===== src/rtl/demap_pack.sv =====
// Hard-decision QPSK/16QAM demapper and MSB-first byte packer.
// Drops the leading pilots of each OFDM symbol and emits packed bytes over a Wishbone-style master port.
module demap_pack #(
    parameter int          N_SC  = 200,
    parameter int          N_PIL = 8,
    parameter logic [15:0] TH16  = 16'h143D
) (
    input  logic        CLK_I,
    input  logic        RST_I,
    input  logic [31:0] DAT_I,
    input  logic        WE_I,
    input  logic        STB_I,
    input  logic        CYC_I,
    output logic        ACK_O,
    input  logic        MOD_I,
    output logic [7:0]  DAT_O,
    output logic        CYC_O,
    output logic        STB_O,
    output logic        WE_O,
    input  logic        ACK_I
);

    localparam int SCW = $clog2(N_SC);
    localparam logic signed [15:0] TH_POS = TH16;
    localparam logic signed [15:0] TH_NEG = -TH16;

    logic [SCW-1:0] sc_cnt_q, sc_cnt_d;
    logic           mod_q, mod_d;
    logic [7:0]     acc_q, acc_d;
    logic [2:0]     bcnt_q, bcnt_d;
    logic [7:0]     dat_q, dat_d;
    logic           stb_q, stb_d;
    logic           cyc_o_q, cyc_o_d;
    logic           cyc_in_q;

    logic           in_val;
    logic           stall;
    logic           consume;
    logic           frame_start;
    logic           data_consume;
    logic           byte_done;
    logic [SCW-1:0] sc_eff;
    logic [7:0]     acc_base;
    logic [2:0]     bcnt_base;
    logic [7:0]     acc_shift;
    logic [3:0]     bcnt_sum;
    logic [1:0]     sgn;
    logic [1:0]     mag;

    assign in_val      = WE_I & STB_I & CYC_I;
    assign stall       = stb_q & ~ACK_I;
    assign consume     = in_val & ~stall;
    assign ACK_O       = consume;
    assign frame_start = CYC_I & ~cyc_in_q;

    // A sample arriving on the frame-start cycle is subcarrier 0 with an empty accumulator.
    assign sc_eff    = frame_start ? '0 : sc_cnt_q;
    assign acc_base  = frame_start ? 8'h00 : acc_q;
    assign bcnt_base = frame_start ? 3'd0 : bcnt_q;

    // Axis 0 is Re (DAT_I[15:0]), axis 1 is Im (DAT_I[31:16]).
    generate
        for (genvar gi = 0; gi < 2; gi++) begin : g_axis
            logic signed [15:0] axis;
            assign axis    = DAT_I[16*gi +: 16];
            assign sgn[gi] = axis[15];
            assign mag[gi] = (axis >= TH_POS) || (axis <= TH_NEG);
        end
    endgenerate

    assign data_consume = consume && (sc_eff >= SCW'(N_PIL));
    assign acc_shift    = mod_q ? {acc_base[3:0], sgn[0], mag[0], sgn[1], mag[1]}
                                : {acc_base[5:0], sgn[0], sgn[1]};
    assign bcnt_sum     = {1'b0, bcnt_base} + (mod_q ? 4'd4 : 4'd2);
    assign byte_done    = data_consume & bcnt_sum[3];

    always_comb begin
        sc_cnt_d = sc_cnt_q;
        mod_d    = mod_q;
        acc_d    = acc_base;
        bcnt_d   = bcnt_base;
        dat_d    = dat_q;
        stb_d    = stb_q;
        cyc_o_d  = cyc_o_q;

        if (frame_start) begin
            sc_cnt_d = '0;
        end
        if (consume) begin
            sc_cnt_d = (sc_eff == SCW'(N_SC - 1)) ? '0 : sc_eff + 1'b1;
            if (sc_eff == '0) begin
                mod_d = MOD_I;
            end
        end
        if (data_consume) begin
            acc_d  = acc_shift;
            bcnt_d = bcnt_sum[2:0];
        end
        // Losing CYC_I discards whatever partial byte was being built.
        if (!CYC_I) begin
            acc_d  = 8'h00;
            bcnt_d = 3'd0;
        end

        if (byte_done) begin
            dat_d   = acc_shift;
            stb_d   = 1'b1;
            cyc_o_d = 1'b1;
        end else begin
            if (stb_q && ACK_I) begin
                stb_d = 1'b0;
            end
            if (!CYC_I && (!stb_q || ACK_I)) begin
                cyc_o_d = 1'b0;
            end
        end
    end

    always_ff @(posedge CLK_I or negedge RST_I) begin
        if (!RST_I) begin
            sc_cnt_q <= '0;
            mod_q    <= 1'b0;
            acc_q    <= 8'h00;
            bcnt_q   <= 3'd0;
            dat_q    <= 8'h00;
            stb_q    <= 1'b0;
            cyc_o_q  <= 1'b0;
            cyc_in_q <= 1'b1;
        end else begin
            sc_cnt_q <= sc_cnt_d;
            mod_q    <= mod_d;
            acc_q    <= acc_d;
            bcnt_q   <= bcnt_d;
            dat_q    <= dat_d;
            stb_q    <= stb_d;
            cyc_o_q  <= cyc_o_d;
            cyc_in_q <= CYC_I;
        end
    end

    assign DAT_O = dat_q;
    assign STB_O = stb_q;
    assign CYC_O = cyc_o_q;
    assign WE_O  = cyc_o_q;

endmodule


===== config.mk =====
export PLATFORM = sky130hd
export DESIGN_NAME = demap_pack
export DESIGN_NICKNAME = d
export VERILOG_FILES = /design/src/rtl/demap_pack.sv
export SDC_FILE = /design/constraint.sdc
export NUM_CORES = 1
export LEC_CHECK = 0
export ABC_AREA = 1
export ABC_CLOCK_PERIOD_IN_PS = 2700
export CORE_MARGIN = 4
export CORE_UTILIZATION = 40
export DETAILED_ROUTE_END_ITERATION = 16
export DONT_BUFFER_PORTS = 1
export PLACE_DENSITY_LB_ADDON = 0.08
export RECOVER_POWER = 50
export SLEW_MARGIN = 0
export SYNTH_ARGS = -nofsm -noshare
export SYNTH_HDL_FRONTEND = slang
export SYNTH_SLANG_ARGS = --single-unit

===== constraint.sdc =====
create_clock -name CLK_I -period 2.7 [get_ports CLK_I]
set_input_delay 0.27 -clock CLK_I [delete_from_list [all_inputs] [get_ports CLK_I]]
set_output_delay 0.27 -clock CLK_I [all_outputs]
set_load 0.01 [all_outputs]

==> impl_metrics.ini <==
[outcome]
status = finished with violations
failed_checks = max-capacitance violations, max-slew violations

[critical_path]
worst_r2r_endpoint = DAT_O[0]
crit_type = register to register
reg2reg_from = cyc_in_q
cp-start-kind = register
worstRegToRegCells = 8
critPathMaxStageDelay_ns = 0.60
cp_cell_sequence = inv_2 > nand2_2 > nand2_1 > fa_1 > nor2_8 > inv_4 > nand2_2 > o21ai_1
reg2reg_setup_slack_ns = 0.72
cp_common_cell = nand2_2
cp.required_ns = 2.87
endpoint_kind = register
critPathMaxFanout = 12
crit_arrival_ns = 2.15
crit_slowest_cell = dfstp_2

[global_route]
use_met1_pct = 17.8
global_route.usage.met2_pct = 23.8
met3_usage_pct = 4.06
top_usage_layer = met2
grt_max_degree = 29
grt_overflow = 0
grtUsageTotal_pct = 14.0
antenna_found_initial = 0
grt_pass1_vias = 1603
grt_pass1_wl_um = 7110

[power_and_ir_drop]
ir_worst_vdd_mv = 0.206
pwr-share-comb_pct = 16.9
p_int_w = 0.000611
p_per_area_mw_per_mm2 = 400
pwr-share-clk_pct = 30.6
power.share.switching_pct = 28.9
pwr-share-seq_pct = 52.5
power_switching_w = 0.000248
leakage_nw = 1.06

[detailed_routing]
firstDrtPassIters = 6
vias = 1734
wire_per_inst_um = 11.6
antenna_left = 0
via_per_inst = 4.78
routed_wl_um = 4220
drc = 0
drt-initial-drc-count = 122

[logic_synthesis]
yosysUniqueCellTypes = 33
synthTopCellsByArea = dfrtp_1 (33%), nand2_1 (17%), nor2_1 (8.8%)
yosysTopAreaCellShare_pct = 33.0
avgSynthCellArea_um2 = 6.94
ys_seq_area_share_pct = 34.3
yosysTopAreaCell = dfrtp_1
synth_fp_nets = 338
synth_seq_cells = 28
async_reset_ff_share_pct = 100
synth_common_cells = nand2_1 (91), nor2_1 (48), inv_1 (30)
syn-cell-area_mm2 = 0.00205
synth_cells = 295
synth_ff_type = dfrtp_1
synth_warnings = 0
yosys.cell_count.top_type = nand2_1
synth_edf_count = 0

[cts]
post_cts_buffers = 0
clock_sinks = 28
cts_buffer_depth = 2
cts_resized = 0
htree_levels = 1
path_clk_slew_ns = 0.10
worstSkewPairLatency_ns = 0.27
root_buffer = clkbuf_8
tritoncts = built
cts_buffers = 3
hold_buffers = 3

[sta]
setup_violations = 0
finalHoldViolations = 0
period_minus_slack_ns = 1.98
hold_slack_ns = 0.0863
drv_slew = 29
worstMarginPinSlew_ns = 1.52
finalClockSkew_ns = 0.00295
slew_headroom_pct = -1.22
setup_tns_ns = 0
fmax_ghz = 0.505
post-route-period-util_pct = 73.4
rsz0062_at_grt = no

[worst_hold_path]
min_path_type = input port to register
min_from = ACK_I
hold-path-cell-count = 1
whs_endpoint = STB_O

[floorplan]
die_y_um = 79.5
row_count = 25
fp.coreArea_mm2 = 0.00485
die_w_um = 79.5
die_area_mm2 = 0.00633
ios = 51
start_util_pct = 42.2

[placed_design]
dp_hpwl_um = 3320
place.port_buffers = 0
dp.cells = 356
place_congestion = 0.779

[layout]
fin_cells = 363
multi_input_area_mm2 = 0.00114
regArea_um2 = 702
syn_to_final_growth_pct = 4.95
n_antenna_cell = 0
layout-drive-gt1-share_pct = 10.5
final_nets = 340
num-fill-cells = 502

[run]
cap_viol_max_count = 1
[placed cells by master (no fill, tap or decap)]
| cell type | netlist | routed |
|---|---|---|
| nand2_2 | 8 | 8 |
| inv_1 | 30 | 30 |
| nor4_1 | 1 | 1 |
| nor2_1 | 48 | 48 |
| a21oi_4 | 1 | 1 |
| o21ai_1 | 3 | 3 |
| dfstp_2 | 1 | 1 |
| nand4_1 | 6 | 6 |
| dlygate4sd3_1 | 0 | 2 |
| nor2_2 | 2 | 2 |
| nand2_4 | 2 | 2 |
| inv_2 | 2 | 2 |
| ha_1 | 3 | 3 |
| clkinv_1 | 1 | 1 |
| fa_1 | 1 | 1 |
| nand3_4 | 1 | 1 |
| o21ai_0 | 15 | 15 |
| clkbuf_1 | 0 | 1 |
| clkinv_4 | 1 | 1 |
| xor2_1 | 4 | 4 |
| inv_4 | 2 | 2 |
| dfrtp_1 | 27 | 27 |
| nor2_8 | 3 | 3 |
| nand2_1 | 91 | 91 |
| nand3b_4 | 1 | 1 |
| nor3_1 | 5 | 5 |
| or2_2 | 1 | 1 |
| nand3_1 | 14 | 14 |
| nor2_4 | 2 | 2 |
| o211ai_1 | 1 | 1 |
| clkbuf_8 | 0 | 4 |
| a21oi_1 | 12 | 12 |
[critical path, delay by kind of cell, from the launching register on]
kind                     cells  cell delay (ns)
AO/OA/AOI/OAI                1             0.05
adder cells (fa/ha/maj)      1             0.49
buffers and inverters        2             0.14
flip-flops                   1             0.60
AND/OR/NAND/NOR              4             0.58
[power groups by stage]
| stage | Clock (W) | Sequential (W) | Combinational (W) |
|---|---|---|---|
| 2_1_floorplan | 0 | 0.000444 | 0.000130 |
| 3_3_place_gp | 0 | 0.000460 | 0.000135 |
| 3_5_place_dp | 0 | 0.000459 | 0.000135 |
| 4_1_cts | 0.000274 | 0.000451 | 0.000150 |
| 5_1_grt | 0.000290 | 0.000455 | 0.000170 |
| 6_report | 0.000263 | 0.000451 | 0.000145 |
[cell type report]
cell class	count	area share [%]
clock buffer	4	2.56
inverter	36	6.76
multi-input combinational	225	53.0
sequential	28	32.7
tap	67	3.90
timing repair buffer	3	1.11
[worst max-delay path by stage]
stage | startpoint | end | slack [ns] | cells past startpoint
2_1_floorplan | cyc_in_q | DAT_O[0] | 0.75 | 10
3_3_place_gp | mod_q | STB_O | 0.72 | 7
3_5_place_dp | cyc_in_q | DAT_O[2] | 0.71 | 8
4_1_cts | cyc_in_q | DAT_O[2] | 0.70 | 8
5_1_grt | mod_q | DAT_O[0] | 0.52 | 6
6_report | cyc_in_q | DAT_O[0] | 0.72 | 8
[per-layer routing]
metal | vias to the layer above | routed length [µm] | part of all wire, %
met5 | - | 0 | 0
met4 | 0 | 20 | 0.47
met3 | 2 | 202 | 4.8
met2 | 31 | 2080 | 49
met1 | 777 | 1920 | 45
li1 | 924 | - | -
[per-stage QoR]
step                total power [W]  area [µm²]  setup WS (ns)  util (%)
floorplan                  0.000574        2050          0.752         -
global placement           0.000595        2070          0.722      42.7
detailed placement         0.000595        2070          0.711      42.7
CTS                        0.000875        2160          0.697      44.6
global route               0.000915        2150          0.520      44.3
finish                     0.000859        2150          0.719      44.3
[sequential cells by signal, indices dropped and copies added, names as in the netlist]
signal,flops
CYC_O,1
DAT_O,8
STB_O,1
acc_q,6
bcnt_q,2
cyc_in_q,1
mod_q,1
sc_cnt_q,8
[logic make-up after synthesis]
group	Yosys count	share of synthesized area, %
buffers and inverters	42	10.1
DFF	28	34.3
xor gates and xnor gates	4	1.71
AOI/OAI and AO/OA	32	8.50
and+or+nand+nor	185	42.6
adders and majority gates	4	2.81
No activity file was read; power rests on OpenSTA's default activity.
